File: config.mk
export PLATFORM = sky130hd
export DESIGN_NAME = fir_mac_engine
export DESIGN_NICKNAME = d
export VERILOG_FILES = /design/src/rtl/fir_pkg.sv /design/src/rtl/fir_mac_slice.sv /design/src/rtl/fir_mac_engine.sv
export SDC_FILE = /design/constraint.sdc
export NUM_CORES = 2
export LEC_CHECK = 0
export BUFFER_PORTS_ARGS = -buffer_cell sky130_fd_sc_hd__buf_2
export CAP_MARGIN = 25
export CORE_ASPECT_RATIO = 0.5
export CORE_UTILIZATION = 30
export DETAILED_ROUTE_END_ITERATION = 12
export PLACE_DENSITY = 0.58
export SETUP_SLACK_MARGIN = 0.02
export SYNTH_ARGS = -nofsm -noshare
export SYNTH_HDL_FRONTEND = slang
export SYNTH_HIERARCHICAL = 1
export SYNTH_SLANG_ARGS = --single-unit
File: constraint.sdc
create_clock -name clk -period 7.3 [get_ports clk]
set_clock_uncertainty 0.15 [all_clocks]
set_input_delay 0.365 -clock clk [delete_from_list [all_inputs] [get_ports clk]]
set_output_delay 0.365 -clock clk [all_outputs]
set_load 0.03 [all_outputs]
File: src/rtl/fir_pkg.sv
// rtl/fir_pkg.sv - shared types, default widths and output-stage constants for the FIR MAC engine
package fir_pkg;

  typedef enum logic [2:0] {
    ST_IDLE,
    ST_RUN,
    ST_DRAIN,
    ST_FINAL,
    ST_DONE
  } fir_state_t;

  localparam int FIR_DATA_SIZE = 16;
  localparam int FIR_COEF_SIZE = 32;
  localparam int FIR_COEF_FRAC = 16;
  localparam int FIR_ACC_SIZE  = 56;

  localparam longint SAT_MIN = 0;

  // Half an output LSB in accumulator units, for round-half-up.
  function automatic longint rnd_const(input int frac);
    return longint'(1) <<< (frac - 1);
  endfunction

  function automatic longint sat_max(input int dsz);
    return (longint'(1) <<< dsz) - 1;
  endfunction

endpackage

File: src/rtl/fir_mac_slice.sv
// rtl/fir_mac_slice.sv - registered signed multiply followed by full-precision accumulate
module fir_mac_slice #(
  parameter int A_W   = 17,
  parameter int B_W   = 32,
  parameter int ACC_W = 56
) (
  input  logic                    clk,
  input  logic                    rst_n,
  input  logic                    clr,
  input  logic                    en,
  input  logic signed [A_W-1:0]   a,
  input  logic signed [B_W-1:0]   b,
  output logic signed [ACC_W-1:0] acc
);

  logic signed [A_W+B_W-1:0] prod;
  logic                      prod_vld;

  always_ff @(posedge clk or negedge rst_n) begin
    if (!rst_n) begin
      prod     <= '0;
      prod_vld <= 1'b0;
      acc      <= '0;
    end else begin
      prod_vld <= en;
      if (en)
        prod <= (A_W+B_W)'(a) * (A_W+B_W)'(b);
      if (clr)
        acc <= '0;
      else if (prod_vld)
        acc <= acc + ACC_W'(prod);
    end
  end

endmodule

File: src/rtl/fir_mac_engine.sv
// rtl/fir_mac_engine.sv - FIR core: sequences tap addresses, MACs sample x coef, rounds and saturates
module fir_mac_engine
  import fir_pkg::*;
#(
  parameter int M         = 23,
  parameter int ADDR_SIZE = 5,
  parameter int DATA_SIZE = FIR_DATA_SIZE,
  parameter int COEF_SIZE = FIR_COEF_SIZE,
  parameter int COEF_FRAC = FIR_COEF_FRAC,
  parameter int RD_LAT    = 1,
  parameter int ACC_SIZE  = FIR_ACC_SIZE
) (
  input  logic                 clk,
  input  logic                 rst_n,
  input  logic                 start,
  input  logic                 dc_en,
  input  logic                 mem_owe,
  output logic [ADDR_SIZE-1:0] xant_addr,
  input  logic [DATA_SIZE-1:0] xant_q,
  output logic [ADDR_SIZE-1:0] coef_addr,
  input  logic [COEF_SIZE-1:0] coef_q,
  output logic                 busy,
  output logic                 idle,
  output logic                 done,
  output logic [DATA_SIZE-1:0] result
);

  localparam int W   = ACC_SIZE + 2;
  localparam int DCW = $clog2(RD_LAT + 3);
  localparam logic signed [W-1:0] RND  = W'(rnd_const(COEF_FRAC));
  localparam logic signed [W-1:0] OFFS = W'(longint'(1) <<< (DATA_SIZE - 1));
  localparam logic signed [W-1:0] YMAX = W'(sat_max(DATA_SIZE));
  localparam logic signed [W-1:0] YMIN = W'(SAT_MIN);
  localparam logic signed [DATA_SIZE:0] SOFF = (DATA_SIZE+1)'(1) << (DATA_SIZE - 1);

  fir_state_t                  state, state_nxt;
  logic [ADDR_SIZE-1:0]        addr;
  logic [DCW-1:0]              drain_cnt;
  logic [RD_LAT-1:0]           rd_vld;
  logic                        dc_lat;
  logic                        accept, last_addr, drain_last;
  logic signed [DATA_SIZE:0]   samp;
  logic signed [ACC_SIZE-1:0]  acc;
  logic signed [W-1:0]         y_rnd, y_off;
  logic [DATA_SIZE-1:0]        y_sat;

  assign xant_addr  = addr;
  assign coef_addr  = addr;
  assign accept     = (state == ST_IDLE) && start && !mem_owe;
  assign last_addr  = (addr == ADDR_SIZE'(M - 1));
  assign drain_last = (drain_cnt == DCW'(RD_LAT + 1));

  always_ff @(posedge clk or negedge rst_n) begin
    if (!rst_n) state <= ST_IDLE;
    else        state <= state_nxt;
  end

  always_comb begin
    state_nxt = state;
    busy      = 1'b0;
    idle      = 1'b0;
    done      = 1'b0;
    case (state)
      ST_IDLE: begin
        idle = 1'b1;
        if (start && !mem_owe) state_nxt = ST_RUN;
      end
      ST_RUN: begin
        busy = 1'b1;
        if (last_addr) state_nxt = ST_DRAIN;
      end
      ST_DRAIN: begin
        busy = 1'b1;
        if (drain_last) state_nxt = ST_FINAL;
      end
      ST_FINAL: begin
        busy      = 1'b1;
        state_nxt = ST_DONE;
      end
      ST_DONE: begin
        done      = 1'b1;
        state_nxt = ST_IDLE;
      end
      default: state_nxt = ST_IDLE;
    endcase
  end

  // rd_vld tracks which cycle the BRAM data for an issued tap address is on the bus.
  always_ff @(posedge clk or negedge rst_n) begin
    if (!rst_n) begin
      addr      <= '0;
      dc_lat    <= 1'b0;
      drain_cnt <= '0;
      rd_vld    <= '0;
      result    <= '0;
    end else begin
      if (accept) begin
        addr   <= '0;
        dc_lat <= dc_en;
      end else if (state == ST_RUN && !last_addr) begin
        addr <= addr + ADDR_SIZE'(1);
      end
      if (state == ST_DRAIN) drain_cnt <= drain_cnt + DCW'(1);
      else                   drain_cnt <= '0;
      rd_vld[0] <= (state == ST_RUN);
      for (int i = 1; i < RD_LAT; i++) rd_vld[i] <= rd_vld[i-1];
      if (state == ST_FINAL) result <= y_sat;
    end
  end

  always_comb begin
    samp = $signed({1'b0, xant_q});
    if (dc_lat) samp = samp - SOFF;
  end

  fir_mac_slice #(
    .A_W   (DATA_SIZE + 1),
    .B_W   (COEF_SIZE),
    .ACC_W (ACC_SIZE)
  ) u_slice (
    .clk   (clk),
    .rst_n (rst_n),
    .clr   (accept),
    .en    (rd_vld[RD_LAT-1]),
    .a     (samp),
    .b     ($signed(coef_q)),
    .acc   (acc)
  );

  // Widened by two bits so the rounding add and offset re-bias cannot wrap before saturation.
  always_comb begin
    y_rnd = (W'(acc) + RND) >>> COEF_FRAC;
    y_off = dc_lat ? (y_rnd + OFFS) : y_rnd;
    if (y_off < YMIN)      y_sat = '0;
    else if (y_off > YMAX) y_sat = YMAX[DATA_SIZE-1:0];
    else                   y_sat = y_off[DATA_SIZE-1:0];
  end

endmodule
==> impl_metrics.tcl <==
set metrics [dict create \
    vias_per_cell 4.98 \
    hold_path.class "in2reg" \
    hold_viol 0 \
    critPathBufInv 4 \
    worstPathMaxFanout 15 \
    post_drt_wl_per_cell_um 17.7 \
    synth_top_cell_by_area "fa_1" \
    io_pins 82 \
    grt_pass1_vias 24000 \
    outcome "finished, final reports clean" \
    first_iter_violations 1556 \
    n_fill_cell 10000 \
    multi_input_area_mm2 0.0230 \
    cp_top_family "adder cells" \
    grt_pass1_wl_um 134000 \
    start_kind "flip-flop" \
    yosysSeqAreaShare_pct 11.4 \
    crit_arrival_ns 7.18 \
    holdPathStages 3 \
    cpMaxStageDelayCell "fa_1" \
    antenna_found_initial 6 \
    fmax_mhz 143 \
    netlist.area_leader.share_pct 35.6 \
    cp_num_cells 23 \
    slew_headroom_pct 31.5 \
    layout-drive-gt1-share_pct 7.53 \
    design_area_mm2 0.0319 \
    hpwlAfterDp_um 65900 \
    worstPathRequired_ns 7.49 \
    fin_setup_tns_ns 0 \
    syn_avg_cell_area_um2 8.72 \
    ctsHtreeMaxLevel 4 \
    clock_latency_ns 0.46 \
    tightest_slew_ns 1.02 \
    post_dp_cell_area_mm2 0.0312 \
    root_buffer "clkbuf_16" \
    finalSetupViolCount 0 \
    dr.pass1.iters 5 \
    netlist_instances 3363 \
    crit_top_cell "fa_1" \
    synth-edff-count 0 \
    timing.rr.start "dc_lat$_DFFE_PN0P_" \
    area_delta_synth_final_pct 8.81 \
    critical_path.startpoint "dc_lat$_DFFE_PN0P_" \
    num_rows 80 \
    worstHoldEndpoint "u_slice/prod[0]$_DFFE_PN0P_" \
    synth_seq_cells 134 \
    grt_usage_pct 16.9 \
    overflow 0 \
    slew_viol_final 0 \
    dieHeight_um 223 \
    drv_cap 0 \
    vias 23200 \
    start_util_pct 30.5 \
    min-delay-start "coef_q[0]" \
    syn-num-nets 4114 \
    worst-setup-path-type "reg2reg" \
    synth.cell_area_mm2 0.0293 \
    ff_latch_area_mm2 0.00336 \
    fin_crit_sh_pct 95.8 \
    async_flop_share_pct 100 \
    detail-route-antenna-nets 0 \
    die_x_um 444 \
    max_stage_delay_ns 0.55 \
    clock-sinks 134 \
    synthTopCellsByArea "fa_1 (36%), dfrtp_1 (11%), inv_1 (7.9%), ha_1 (7.5%), and2_1 (5.2%)" \
    drc 0 \
    hold_ws_ns 0.191 \
    numCtsBuffers 17 \
    yosys_warnings 6 \
    dieArea_mm2 0.0991 \
    gp_congestion 0.917 \
    rr_worst_depth 23 \
    core_region_area_mm2 0.0961 \
    synthFlopType "dfrtp_1" \
    period_needed_ns 6.99 \
    grt_max_degree 82 \
    clkTransAtPathRegs_ns 0.08 \
    reg2reg_slack_ns 0.31 \
    port_buffers 81 \
    drt-total-wl_um 82300 \
    nNetsFinal 4113 \
    synth_cell_types 85 \
    cts_buffer_depth 2 \
    cts_tree "built" \
    crit_chain "ha_1 -> inv_1 -> buf_12 -> and2_1 -> fa_1 -> fa_1 -> fa_1 -> fa_1 -> fa_1 -> inv_1 -> fa_1 -> inv_1 -> ha_1 -> a21o_1 -> a31o_2 -> nor3_1 -> o21ai_0 -> a31oi_1 -> o21a_1 -> o21ai_1 -> a21oi_2 -> xnor2_1 -> mux2_2" \
    endpoint_kind "flip-flop" \
    rsz0062_at_grt "true" \
    r2r_end "u_slice/prod[37]$_DFFE_PN0P_" \
]
==> Yosys cell counts, types with 25 or more instances <==
| cell | count |
|---|---|
| nand2_1 | 399 |
| o21ai_0 | 82 |
| nand3_1 | 57 |
| nor2_1 | 157 |
| and2_1 | 242 |
| a21o_1 | 58 |
| clkbuf_1 | 147 |
| xnor2_1 | 81 |
| a21oi_1 | 137 |
| inv_1 | 620 |
| fa_1 | 522 |
| nand4_1 | 45 |
| mux2_2 | 38 |
| nor4_1 | 34 |
| dfrtp_1 | 134 |
| ha_1 | 176 |
| xor2_1 | 43 |
| nor3_1 | 38 |
| mux2i_1 | 25 |
==> metrics by stage <==
stage | setup slack, ns | instances | util [%]
global placement | 0.0587 | 4609 | 32.5
finish | 0.307 | 4652 | 33.2
detailed placement | 0.120 | 4611 | 32.5
CTS | 0.246 | 4644 | 33.2
global route | 0.0114 | 4652 | 33.2
floorplan | 0.411 | 3363 | -
==> routing by layer <==
layer  global-route usage [%]  vias up  share of wire (%)
met5                        0        -                  0
met3                     1.49       60                4.8
met4                     3.84        0                1.5
met2                     26.3      629                 44
li1                         -    10700                  -
met1                     25.2    11800                 50
==> final cells by class <==
| cell class | instances | share of cell area [%] |
|---|---|---|
| diodes | 6 | 0.0470 |
| clock buffers | 17 | 1.33 |
| clock inverters | 15 | 0.658 |
| inverters | 620 | 7.29 |
| multi-input cells | 2446 | 72.2 |
| flip-flops and latches | 134 | 10.5 |
| well taps | 1271 | 4.98 |
| repair buffers | 143 | 2.99 |
==> cells by family (layout without fill, tap and decap cells) <==
group / Yosys count / in the layout / share of synthesized area (%)
buffers and inverters: 783 / 795 / 10.1
adder cells (fa/ha/maj): 698 / 698 / 43.1
XOR/XNOR: 124 / 124 / 3.70
other: 0 / 6 / 0
AND/OR/NAND/NOR: 1098 / 1098 / 18.7
flip-flops: 134 / 134 / 11.4
AO/OA/AOI/OAI: 463 / 463 / 10.6
multiplexers: 63 / 63 / 2.31
==> how the worst max path moves through the flow <==
stage	endpoint	slack [ns]
finish	u_slice/prod[37]$_DFFE_PN0P_	0.31
global route	u_slice/prod[46]$_DFFE_PN0P_	0.01
CTS	u_slice/prod[47]$_DFFE_PN0P_	0.25
detailed placement	u_slice/prod[47]$_DFFE_PN0P_	0.12
global placement	u_slice/prod[47]$_DFFE_PN0P_	0.06
floorplan	u_slice/prod[37]$_DFFE_PN0P_	0.41
==> worst register-to-register path, delay by kind of cell, from the launching register on <==
kind                     cells  cell delay, ns
multiplexers                 1            0.26
XOR/XNOR                     1            0.08
AND/OR/NAND/NOR              2            0.31
adder cells (fa/ha/maj)      8            3.76
AO/OA/AOI/OAI                7            1.55
buffers and inverters        4            0.38
flip-flops                   1            0.40
==> sequential cells by signal (all words and copies together) (netlist names) <==
signal,cells
coef_addr,5
result,16
u_slice/prod_vld,1
dc_lat,1
rd_vld,1
u_slice/prod,49
state,3
u_slice/acc,56
drain_cnt,2
==> cells in the final DEF (no fill, tap or decap), types with 33 or more instances in the layout <==
master and count:
a21o_1 58, o21ai_0 82, nor2_1 156, mux2_2 38, inv_1 619, nand4_1 45
xor2_1 43, buf_2 80, nand3_1 57, nor4_1 33, nand2_1 399, buf_4 54
fa_1 522, ha_1 176, xnor2_1 81, dfrtp_1 132, nor3_1 38, a21oi_1 136
and2_1 242
==> what timing repair did <==
action	4_1_cts	5_1_grt
hold endpoints to repair	80	0
hold buffers	1	0
gates resized for setup	0	5
endpoints found under the setup margin	0	6
setup buffers	0	1
Power is not shown: default switching activity piles up to over one toggle a cycle in this logic, so the estimate is an artifact.
